===== src/rtl/timer_arbiter_if.sv =====
// Request/response bus between a bus master and the timer slave.
// The master side drives the request; the slave side answers.
interface timer_arbiter_if;
    logic [31:0] address;
    logic [31:0] wdata;
    logic [3:0]  wsel;
    logic        valid;
    logic [31:0] rdata;
    logic        ready;
    logic        error;

    modport master (
        output address, wdata, wsel, valid,
        input  rdata, ready, error
    );

    modport slave (
        input  address, wdata, wsel, valid,
        output rdata, ready, error
    );
endinterface


===== src/rtl/timer_arbiter.sv =====
// Two-master round-robin arbiter in front of a single timer slave,
// with a per-transaction BUSY timeout.
module timer_arbiter #(
    parameter int TIMEOUT = 15
) (
    input  logic             clk,
    input  logic             rst,
    timer_arbiter_if.slave   m0,
    timer_arbiter_if.slave   m1,
    timer_arbiter_if.master  s
);
    localparam int CW = (TIMEOUT > 0) ? $clog2(TIMEOUT + 1) : 1;
    localparam logic [CW-1:0] TMAX = CW'(TIMEOUT);

    typedef enum logic {IDLE, BUSY} state_t;

    state_t        state;
    logic          grant;
    logic          last_grant;
    logic [CW-1:0] cnt;

    logic busy;
    logic g_valid;
    logic live;
    logic tmo;
    logic g_ready;
    logic g_error;

    assign busy    = (state == BUSY);
    assign g_valid = grant ? m1.valid : m0.valid;
    assign live    = busy & g_valid;

    // A real slave response always wins over the timeout.
    assign tmo = (TIMEOUT > 0) && (cnt == TMAX)
               && !s.ready && !s.error;

    assign g_ready = live & s.ready;
    assign g_error = live & (s.error | tmo);

    assign s.valid   = busy;
    assign s.address = busy ? (grant ? m1.address : m0.address) : '0;
    assign s.wdata   = busy ? (grant ? m1.wdata : m0.wdata) : '0;
    assign s.wsel    = busy ? (grant ? m1.wsel : m0.wsel) : '0;

    assign m0.rdata = s.rdata;
    assign m1.rdata = s.rdata;
    assign m0.ready = g_ready & ~grant;
    assign m1.ready = g_ready & grant;
    assign m0.error = g_error & ~grant;
    assign m1.error = g_error & grant;

    always_ff @(posedge clk or negedge rst) begin
        if (!rst) begin
            state      <= IDLE;
            grant      <= 1'b0;
            last_grant <= 1'b1;
            cnt        <= '0;
        end else begin
            unique case (state)
                IDLE: begin
                    if (m0.valid | m1.valid) begin
                        state <= BUSY;
                        cnt   <= '0;
                        grant <= (m0.valid & m1.valid) ? ~last_grant
                                                       : m1.valid;
                    end
                end
                BUSY: begin
                    // Abort leaves the fairness history untouched.
                    if (!g_valid) begin
                        state <= IDLE;
                    end else if (g_ready | g_error) begin
                        state      <= IDLE;
                        last_grant <= grant;
                    end else if (cnt != '1) begin
                        cnt <= cnt + CW'(1);
                    end
                end
                default: state <= IDLE;
            endcase
        end
    end
endmodule

===== src/flat_wrapper.sv =====
// flat-port wrapper written by rule: the top's interface ports become plain ports
module timer_arbiter_flat 
#(
    parameter int TIMEOUT = 15
)
  (clk, rst, m0_address, m0_wdata, m0_wsel, m0_valid, m0_rdata, m0_ready, m0_error, m1_address, m1_wdata, m1_wsel, m1_valid, m1_rdata, m1_ready, m1_error, s_address, s_wdata, s_wsel, s_valid, s_rdata, s_ready, s_error);
  timer_arbiter_if m0_i ();
  timer_arbiter_if m1_i ();
  timer_arbiter_if s_i ();
  input  logic clk;
  input  logic rst;
  input wire logic [$bits(m0_i.address)-1:0] m0_address;
  input wire logic [$bits(m0_i.wdata)-1:0] m0_wdata;
  input wire logic [$bits(m0_i.wsel)-1:0] m0_wsel;
  input wire logic [$bits(m0_i.valid)-1:0] m0_valid;
  output wire logic [$bits(m0_i.rdata)-1:0] m0_rdata;
  output wire logic [$bits(m0_i.ready)-1:0] m0_ready;
  output wire logic [$bits(m0_i.error)-1:0] m0_error;
  input wire logic [$bits(m1_i.address)-1:0] m1_address;
  input wire logic [$bits(m1_i.wdata)-1:0] m1_wdata;
  input wire logic [$bits(m1_i.wsel)-1:0] m1_wsel;
  input wire logic [$bits(m1_i.valid)-1:0] m1_valid;
  output wire logic [$bits(m1_i.rdata)-1:0] m1_rdata;
  output wire logic [$bits(m1_i.ready)-1:0] m1_ready;
  output wire logic [$bits(m1_i.error)-1:0] m1_error;
  output wire logic [$bits(s_i.address)-1:0] s_address;
  output wire logic [$bits(s_i.wdata)-1:0] s_wdata;
  output wire logic [$bits(s_i.wsel)-1:0] s_wsel;
  output wire logic [$bits(s_i.valid)-1:0] s_valid;
  input wire logic [$bits(s_i.rdata)-1:0] s_rdata;
  input wire logic [$bits(s_i.ready)-1:0] s_ready;
  input wire logic [$bits(s_i.error)-1:0] s_error;
  assign m0_i.address = m0_address;
  assign m0_i.wdata = m0_wdata;
  assign m0_i.wsel = m0_wsel;
  assign m0_i.valid = m0_valid;
  assign m0_rdata = m0_i.rdata;
  assign m0_ready = m0_i.ready;
  assign m0_error = m0_i.error;
  assign m1_i.address = m1_address;
  assign m1_i.wdata = m1_wdata;
  assign m1_i.wsel = m1_wsel;
  assign m1_i.valid = m1_valid;
  assign m1_rdata = m1_i.rdata;
  assign m1_ready = m1_i.ready;
  assign m1_error = m1_i.error;
  assign s_address = s_i.address;
  assign s_wdata = s_i.wdata;
  assign s_wsel = s_i.wsel;
  assign s_valid = s_i.valid;
  assign s_i.rdata = s_rdata;
  assign s_i.ready = s_ready;
  assign s_i.error = s_error;
  timer_arbiter #(.TIMEOUT(TIMEOUT)) u_core (.clk(clk), .rst(rst), .m0(m0_i), .m1(m1_i), .s(s_i));
endmodule

===== config.mk =====
export PLATFORM = sky130hd
export DESIGN_NAME = timer_arbiter_flat
export DESIGN_NICKNAME = d
export VERILOG_FILES = /design/src/rtl/timer_arbiter_if.sv /design/src/rtl/timer_arbiter.sv /design/src/flat_wrapper.sv
export SDC_FILE = /design/constraint.sdc
export NUM_CORES = 1
export LEC_CHECK = 0
export CORE_AREA = 2 2 119 121
export CTS_CLUSTER_DIAMETER = 120
export DETAILED_ROUTE_END_ITERATION = 10
export DIE_AREA = 0 0 121 123
export HOLD_SLACK_MARGIN = 0.03
export SYNTH_ARGS = -nofsm -noshare
export SYNTH_HDL_FRONTEND = slang
export SYNTH_SLANG_ARGS = --single-unit

===== constraint.sdc =====
create_clock -name clk -period 1.9 [get_ports clk]
set_input_delay 0.38 -clock clk [delete_from_list [all_inputs] [get_ports clk]]
set_output_delay 0.38 -clock clk [all_outputs]
set_load 0.01 [all_outputs]

==> reports/results.txt <==
Outcome -> finished with violations
Failing checks -> negative setup slack
RSZ-0062 raised after global routing -> true
Final slew viol count -> 0
Largest net degree at the start of global routing -> 39
Post-synth top flop -> dfrtp_1
Fillers -> 1443
M1 WL -> 3.59 mm
Sinks on Clock Net -> 7
CTS buffer count -> 3
Layout Nets -> 600
Cell count after placement -> 592
Slowest-stage cell, CP -> dfrtp_4
Asr flop ratio synth -> 100%
Synth warnings -> 0
H-tree depth -> 1
First-pass GRT wire length -> 12.5 mm
CP Launch Type -> register
Fraction of layout cells with a size suffix above 1 -> 25.5%
Psw -> 1.26 mW
Register area share after synthesis -> 9.16%
IO Pins -> 311
Dpl ws -> -0.190 ns
Clk root buf -> clkbuf_16
Initial antenna violation count -> 1
Die height -> 123 um
DP HPWL -> 7.13 mm
Top cells by area, synth -> mux2i_1, buf_4, nor2_1, dfrtp_1, buf_2
Final setup margin -> -0.0266 ns
Yosys top cell by area -> mux2i_1
Drt first pass iters -> 4
Vias in the first global route -> 2228
Number of port buffers -> 214
Slew @ Worst Pin -> 0.371 ns
Metal3 WL -> 944 um
Yosys top cell area share -> 36.9%
Total wire length -> 9.26 mm
Syn_area_per_cell -> 7.35 um^2
Setup Skew -> 0.000220 ns
Fmax -> 0.519 GHz
Initial core utilization -> 14.2%
Peak supply drop -> 0.309 mV
Cell Area, Synth -> 1930 um^2
Hold crit path type -> input pin to asynchronous set/reset pin
Slew HR -> 74.9%
Gate Count Post-Synth -> 262
Crit. End Element -> primary output
Crit-path max FO -> 11
Row cnt -> 43
Uppermost layer routed -> met5
Type of the worst setup path -> register to primary output
Leak Pwr -> 1.84 nW
WHS -> 0.420 ns
Final Wtd Congestion -> 0.720
DIE AREA -> 14900 um^2
Synth Register Bits -> 7
Register share of total power -> 7.2%
DRT antenna net count -> 0
# DRC -> 0
CP Data Arrival Time -> 1.55 ns
Core area -> 13600 um^2
Syn_nets -> 437
Worst path max stage delay -> 0.51 ns
Final Hold Violating Endpoints -> 0
Reg area -> 180 um^2
WL met2 -> 4.42 mm
EDFF count, synth -> 0
Clock edge transition at the registers on the reported setup and hold paths -> 0.04 ns
Initial DRC count -> 70
Drt wl/cell -> 15.3 um
Chip Width -> 121 um
GRT Resource Usage Total -> 10.8%
Multi-input gate area -> 1260 um^2
Critical Path, Cell by Cell -> buf_6 > buf_16 > mux2i_1 > nor2_1 > dlygate4sd2_1
Power Density -> 789 nW/um^2
Crit path time final -> 1.93 ns
CTS tree -> yes
Final critical-path share of the clock period -> 101%
Synth cell count leaders -> mux2i_1, nor2_1, buf_4, buf_2, nand2_1
Tot Pwr -> 3.11 mW
Post-route insts no fill -> 604
Clock power share -> 11.5%
CP required -> 1.52 ns
Worst-skew pair later-pin latency -> 0.23 ns
Longest Clk Path Bufs -> 2
Switching share of power -> 40.5%
Diodes inserted -> 0
Remaining global-route overflow -> 0
Pint -> 1.85 mW
Final Setup Violations -> 4
Via density -> 3.85
Max cap viols -> 0
Via count -> 2328
Comb pwr share -> 81.3%
Area grow syn2layout -> 104%
Unique masters post-synth -> 26
Most numerous cell in the Yosys netlist -> mux2i_1
power by group through the flow:
stage | logic, mW | clock network, mW | registers, mW
final | 2.53 | 0.359 | 0.223
after floorplan | 1.28 | 0 | 0.207
after global routing | 2.72 | 0.377 | 0.227
after global placement | 2.37 | 0 | 0.221
after CTS | 2.45 | 0.368 | 0.234
after detailed placement | 2.39 | 0 | 0.222
state kept, by name (all words and copies together), names as in the netlist:
| signal | flops |
|---|---|
| u_core.s.valid | 1 |
| u_core.cnt | 4 |
| u_core.grant | 1 |
| u_core.last_grant | 1 |
cells by family (layout without fill, tap and decap cells):
logic type	after synthesis	count (layout)	share of synthesized area (%)
buf+inv	83	245	29.4
compound gates	9	9	3.70
mux	73	73	38.1
fa+ha+maj	1	1	0.649
simple gates	89	89	19.1
flops	7	7	9.16
routing by layer:
metal | vias up | track usage, %
met5 | - | 0
met4 | 2 | 4.51
met3 | 34 | 3.27
met2 | 124 | 18.3
met1 | 1030 | 12.8
li1 | 1138 | -
through the flow:
| step | area, um^2 | TNS, ns | utilization, % |
|---|---|---|---|
| after floorplan | 1930 | 0 | - |
| after global placement | 3910 | -3.55 | 28.8 |
| after detailed placement | 3910 | -3.99 | 28.8 |
| after CTS | 3980 | -1.92 | 29.2 |
| after global routing | 3940 | -0.412 | 28.9 |
| final | 3940 | -0.0787 | 28.9 |
path summary, 6_finish.rpt:
| path | startpoint | to | slack, ns | cells after the start |
|---|---|---|---|---|
| worst max-delay path | u_core.grant | s_address[0] | -0.03 | 5 |
| worst min-delay path | rst | u_core.cnt[2] | 0.42 | 1 |
| worst max register to register | u_core.grant | u_core.cnt[2] | 0.23 | 5 |
| worst min register to register | u_core.cnt[0] | u_core.cnt[0] | 0.57 | 2 |
| max in group asynchronous | rst | u_core.last_grant | 1.18 | 1 |
| min in group clk | u_core.cnt[0] | u_core.cnt[0] | 0.57 | 2 |
cell type report:
| class | count | area share, % |
|---|---|---|
| Timing Repair Buffer | 238 | 55.3 |
| Sequential cell | 7 | 4.57 |
| Tap cell | 180 | 5.72 |
| Multi-Input combinational cell | 172 | 32.1 |
| Clock buffer | 4 | 2.00 |
| Inverter | 3 | 0.286 |
placed cells by master, fill, tap and decap left out, drive strengths merged:
cell type,count
ha,1
nor2,70
nand2,8
or3b,1
dfrtp,6
a32o,1
mux2i,71
a21oi,2
o311ai,4
clkdlybuf4s50,142
inv,3
nor3b,1
and3,1
nand4,1
or4,1
nor3,2
dfstp,1
clkbuf,39
buf,49
or3,1
o21bai,1
nand3,3
o2111ai,1
dlygate4sd2,9
mux2,2
clkdlybuf4s15,3
critical path: cells and delay by family (launching register included):
family	cells	cell delay (ns)
muxes	1	0.15
buffers and inverters	3	0.59
DFF	1	0.51
and+or+nand+nor	1	0.05
repair_timing:
item	CTS	global route
gates resized for setup	163	85
cloned	3	2
setup endpoints to repair	72	46
hold buffers	0	0
buffers inserted	2	1
(Power assumes the default switching activity.)
==> edit 1: new RTL, same flow settings <==
`TIMEOUT` is set to 15 in 2 places; all go to 14.
--- a/src/rtl/timer_arbiter.sv
+++ b/src/rtl/timer_arbiter.sv
@@ -1,7 +1,7 @@
 // Two-master round-robin arbiter in front of a single timer slave,
 // with a per-transaction BUSY timeout.
 module timer_arbiter #(
-    parameter int TIMEOUT = 15
+    parameter int TIMEOUT = 14
 ) (
     input  logic             clk,
     input  logic             rst,
--- a/src/flat_wrapper.sv
+++ b/src/flat_wrapper.sv
@@ -1,7 +1,7 @@
 // flat-port wrapper written by rule: the top's interface ports become plain ports
 module timer_arbiter_flat 
 #(
-    parameter int TIMEOUT = 15
+    parameter int TIMEOUT = 14
 )
   (clk, rst, m0_address, m0_wdata, m0_wsel, m0_valid, m0_rdata, m0_ready, m0_error, m1_address, m1_wdata, m1_wsel, m1_valid, m1_rdata, m1_ready, m1_error, s_address, s_wdata, s_wsel, s_valid, s_rdata, s_ready, s_error);
   timer_arbiter_if m0_i ();
Formal check against the unedited RTL: same outputs for any inputs over 10 cycles, from zero or initial values and one cycle with rst low; that may be too few to reach the edited logic, so the function may still have changed.
==> edit 1 against the unedited design <==
Count of clock-buffer cells in the layout unchanged; design area increased by 6.0%; setup slack got worse by 0.057 ns; global-route usage decreased by 0.31 points; sequential power increased by 12%; critical path type unchanged; the run still ends with setup timing left; sequential cell count unchanged; combinational power increased by 14%; core utilization increased by 1.7 points; power increased by 12%; critical endpoint is now s_wdata[1]; clock power about the same; area after synthesis increased by 0.26%; wire length increased by 0.35%.
==> edit 1: results (changes against the unedited design) <==
| Result | Reported | Unit | vs unedited |
| --- | --- | --- | --- |
| IR drop worst, VDD | 0.556 | mV | +80% |
| M1 WL | 3.57 | mm | -0.56% |
| Crit path arrival time | 1.60 | ns | +0.05 ns |
| Fraction of final layout cells with drive strength greater than 1 | 27.4 | % | +1.9 points |
| Setup-violating endpoint count in the final report | 9 | - | +5 |
| DR WL met2 | 4.62 | mm | +4.4% |
| Detailed-routed wire length on met3 | 863 | um | -8.6% |
| Number of buffers created by CTS | 3 | - | unchanged |
| Max Cap Violations | 0 | - | unchanged |
| Count of distinct cell types in the synthesized netlist | 30 | - | +15% |
| Clock-pin transition on the worst setup and hold timing paths | 0.04 | ns | about the same |
| Share of async-settable or async-resettable flops after synthesis | 100 | % | unchanged |
| Proportion of synthesized chip area in sequential cells | 9.13 | % | -0.024 points |
| Clock Tree Root | clkbuf_16 | - |  |
| Failing checks | setup timing | - |  |
| Most frequent cells after synthesis | nor2_1 (72), mux2i_1 (69), buf_4 (64) | - |  |
| Layout filler cell count | 1450 | - | +0.49% |
| Pin count of the biggest net entering global routing | 37 | - | -5.1% |
| Maximum level of the CTS H-tree | 1 | - | unchanged |
| Max reg flops | 4 | - | unchanged |
| Pre-Repair DR Iteration Count | 4 | - | unchanged |
| Worst setup slack after placement | -0.455 | ns | -0.265 ns |
| Diodes inserted | 0 | - | unchanged |
| Number of DRC markers in iteration 0 | 39 | - | -44% |
| Register with the highest flop count | u_core.cnt | - |  |
| Hold WC Path Type | in2async | - |  |
| Outcome | finished with violations | - |  |
| Vias in the first global route | 2373 | - | +6.5% |
| Post-detailed-route via-to-cell ratio | 3.87 | - | +0.46% |
| Warning count from the yosys run | 0 | - | unchanged |
| First-pass GRT wire length | 12.2 | mm | -2.0% |
| Setup slack after layout | -0.0835 | ns | -0.0569 ns |
| Leakage | 1.98 | nW | +7.6% |
| Gp weighted congestion | 0.729 | - | +1.2% |
| Initial antenna violation count | 0 | - | -1 |
| Max clock buf depth | 2 | - | unchanged |
| Global routing usage summed across all routing layers | 10.5 | % | -0.31 points |
| Clk_lat worst skew | 0.23 | ns | about the same |
| Average wire per standard cell | 14.9 | um | -3.0% |
| Measured slew at the worst slew-check pin | 0.380 | ns | +0.00834 ns |
| Uppermost signal routing layer after detailed routing | met4 | - |  |
| Biggest fanout along the worst timing path | 7 | - | -4 |
| Syn nets | 440 | - | +0.69% |
| Leading cell types by total area after synthesis | mux2i_1 (36%), buf_4 (25%), nor2_1 (14%) | - |  |
| Most used flip-flop cell after synthesis | dfrtp_1 | - |  |
| Buffers on Ports | 214 | - | unchanged |
| Number of nets at the end of the flow | 622 | - | +3.7% |
| Placed wire-length estimate after detailed placement | 6.50 | mm | -8.8% |
| Largest clock skew in the final design | 0.000903 | ns | +0.000683 ns |
| Placed inst area | 3950 | sq um | +0.93% |
[edit 1: kinds of logic (layout without fill, tap and decap cells)]
kind of cell    after synthesis  count (layout)  synth area share, %
compound gates               10              10                 4.02
fa+ha+maj                     2               2                 1.30
buf+inv                      82             263                 28.8
flops                         7               7                 9.13
mux                          71              71                 36.9
simple gates                 92              92                 19.8
[edit 1: where the power goes]
group | switching [W] | internal, W
Sequential | 0.0000575 | 0.000192
Clock | 0.0000804 | 0.000279
Combinational | 0.00123 | 0.00165
[edit 1: worst max-delay path, cell delays in order, from the launching register on]
cell	delay, ns
dfrtp_4	0.56
buf_6	0.17
buf_16	0.14
buf_4	0.14
mux2i_2	0.16
nor2_1	0.05
buf_2	0.14
[edit 1: final cells by class]
cell class / count / area (sq um) / area share, %
repair buffers: 256 / 2400 / 57.4
multi-input cells: 175 / 1280 / 30.7
well taps: 180 / 225 / 5.39
flip-flops and latches: 7 / 180 / 4.31
clock buffers: 4 / 78.8 / 1.89
inverters: 3 / 11.3 / 0.270
[edit 1: final timing paths]
| check | startpoint | slack (ns) | cells past startpoint | endpoint |
|---|---|---|---|---|
| worst min register to register | u_core.cnt[0]$_DFFE_PN0P_ | 0.57 | 2 | u_core.cnt[0]$_DFFE_PN0P_ |
| max in group asynchronous | rst | 1.19 | 1 | u_core.last_grant$_DFFE_PN1P_ |
| worst min-delay path | rst | 0.42 | 1 | u_core.grant$_DFFE_PN0P_ |
| worst max-delay path | u_core.grant$_DFFE_PN0P_ | -0.08 | 6 | s_wdata[1] |
| min in group clk | u_core.cnt[0]$_DFFE_PN0P_ | 0.57 | 2 | u_core.cnt[0]$_DFFE_PN0P_ |
| worst max register to register | u_core.grant$_DFFE_PN0P_ | 0.10 | 7 | u_core.cnt[2]$_DFFE_PN0P_ |
[edit 1: per-layer routing]
metal,track usage [%],up-vias
li1,-,1178
met1,11.4,1086
met2,19.9,126
met3,2.49,30
met4,3.49,0
met5,0,-
[edit 1: timing repair]
| item | 4_1_cts | 5_1_grt |
|---|---|---|
| gates cloned | 6 | 2 |
| setup buffers | 10 | 8 |
| setup endpoints to repair | 72 | 62 |
| resized for setup | 219 | 57 |
| pin swaps | 1 | 8 |
[edit 1: per-stage QoR]
stage	cells	hold WS [ns]	TNS, ns
global route	625	0.447	-1.50
CTS	618	0.422	-2.95
finish	625	0.419	-0.374
global placement	598	0.556	-3.26
floorplan	264	0.0844	0
detailed placement	598	0.578	-3.88
==> edit 2: new RTL, same flow settings <==
Made on the original files. Make the reset (`rst`) synchronous in one clocked block.
--- a/src/rtl/timer_arbiter.sv
+++ b/src/rtl/timer_arbiter.sv
@@ -49,7 +49,7 @@
     assign m0.error = g_error & ~grant;
     assign m1.error = g_error & grant;
 
-    always_ff @(posedge clk or negedge rst) begin
+    always_ff @(posedge clk) begin
         if (!rst) begin
             state      <= IDLE;
             grant      <= 1'b0;
Check against the original RTL: differs if rst is asserted again (counterexample within 4 cycles, from zero or initial values and one cycle with rst low); with rst held inactive, the same outputs for 10 cycles.
==> edit 2 against the unedited design <==
Critical path depth is 1 higher; die area is the same; worst hold slack better by 0.083 ns; area after synthesis grew 0.45%; non-clock buffer count grew 11; wire length is 4.7% lower; design area rose by 4.7%; register-to-register slack better by 0.08 ns; maximum frequency grew 1.8%; sequential cell count is the same; setup slack improved by 0.033 ns; critical endpoint is now m1_error; highest routed layer is now met4.
Power is not compared: it rests on default switching activity, and its combinational part moved more than twofold at a synthesized area within 25%.
==> edit 2: results (changes against the unedited design) <==
| Result | Reported | Unit | vs unedited |
| --- | --- | --- | --- |
| Post-synthesis compound-gate area fraction | 6.40 | % | +2.7 points |
| Initial antenna violation count | 0 | - | -1 |
| Most frequent cells after synthesis | nor2_1 (72), buf_4 (71), mux2i_1 (71) | - |  |
| Uppermost signal routing layer after detailed routing | met4 | - |  |
| Global Route met1 Usage | 11.4 | % | -1.4 points |
| Syn nets | 435 | - | -0.46% |
| Leading cell types by total area after synthesis | mux2i_1 (37%), buf_4 (28%), nor2_1 (14%) | - |  |
| Synthesized area divided by synthesized cell count | 7.44 | sq um | +1.2% |
| Count of placed standard cells including taps | 594 | - | +0.34% |
| Arithmetic-cell share of the synthesized area counting full adders, half adders and majority gates | 0.646 | % | -0.0029 points |
| Most used flip-flop cell after synthesis | dfxtp_1 | - |  |
| Detailed-routed wire length on met3 | 713 | um | -24% |
| Critical R2R Launch | u_core.grant$_SDFFE_PN0P_ | - |  |
| Number of DRC markers in iteration 0 | 63 | - | -10% |
| Biggest fanout along the worst timing path | 4 | - | -7 |
| Met3 usage | 2.03 | % | -1.2 points |
| Proportion of synthesized chip area in sequential cells | 7.24 | % | -1.9 points |
| First-pass GRT wire length | 11.8 | mm | -5.4% |
| Launching element of the worst setup path | u_core.grant$_SDFFE_PN0P_ | - |  |
| Pin count of the biggest net entering global routing | 44 | - | +13% |
| Routed wire length | 8.82 | mm | -4.7% |
| Gp weighted congestion | 0.735 | - | +2.1% |
| Hold WC Path Type | reg2reg | - |  |
| Timing endpoint of the critical path | m1_error | - |  |
| Setup slack, reg-to-reg | 0.31 | ns | +0.08 ns |
| Fraction of final layout cells with drive strength greater than 1 | 17.5 | % | -8.0 points |
| Outcome | finished, final reports clean | - |  |
| Share of async-settable or async-resettable flops after synthesis | 0 | % | -100 points |
| Layout filler cell count | 1478 | - | +2.4% |
| Count of distinct cell types in the synthesized netlist | 30 | - | +15% |
| Via count of the routed design | 2405 | - | +3.3% |
| Global routing usage summed across all routing layers | 10.1 | % | -0.76 points |
| Share of synthesized area spent on multiplexers | 37.5 | % | -0.56 points |
| Worst setup slack after placement | -0.312 | ns | -0.122 ns |
| M1 WL | 3.42 | mm | -4.8% |
-- edit 2: what timing repair did --
item,CTS,global route
endpoints found under the hold margin,0,0
hold buffers,0,0
setup endpoints to repair,72,29
buffers inserted,7,6
gates resized for setup,110,48
pin swaps,1,1
cloned,2,1
-- edit 2: worst min path at each step --
stage	slack, ns	cells after the start	from	endpoint
2_1_floorplan	0.45	1	rst	u_core.last_grant$_SDFFE_PN1P_
3_3_place_gp	0.47	2	u_core.last_grant$_SDFFE_PN1P_	u_core.last_grant$_SDFFE_PN1P_
3_5_place_dp	0.49	2	u_core.last_grant$_SDFFE_PN1P_	u_core.last_grant$_SDFFE_PN1P_
4_1_cts	0.50	1	u_core.cnt[0]$_SDFFE_PN0P_	u_core.cnt[0]$_SDFFE_PN0P_
5_1_grt	0.53	2	u_core.last_grant$_SDFFE_PN1P_	u_core.last_grant$_SDFFE_PN1P_
6_report	0.50	2	u_core.last_grant$_SDFFE_PN1P_	u_core.last_grant$_SDFFE_PN1P_
-- edit 2: per-stage QoR --
step,setup TNS [ns],util [%],total power (W)
2_1_floorplan,0,-,0.000621
3_3_place_gp,-3.55,28.9,0.00106
3_5_place_dp,-4.13,28.9,0.00107
4_1_cts,-0.160,30.1,0.00143
5_1_grt,-0.0849,30.3,0.00151
6_report,0,30.3,0.00143
-- edit 2: cell type report --
cell class | count | area, sq um | share of cell area, %
Tap cell | 180 | 225 | 5.46
Inverter | 2 | 7.51 | 0.182
Timing Repair Buffer | 249 | 2410 | 58.4
Multi-Input combinational cell | 172 | 1260 | 30.6
Sequential cell | 7 | 144 | 3.49
Clock buffer | 4 | 78.8 | 1.91
-- edit 2: power breakdown --
part	switching [W]	total (W)	internal [W]
clock network	0.0000834	0.000363	0.000280
registers	0.00000756	0.000160	0.000153
logic	0.000347	0.000908	0.000562
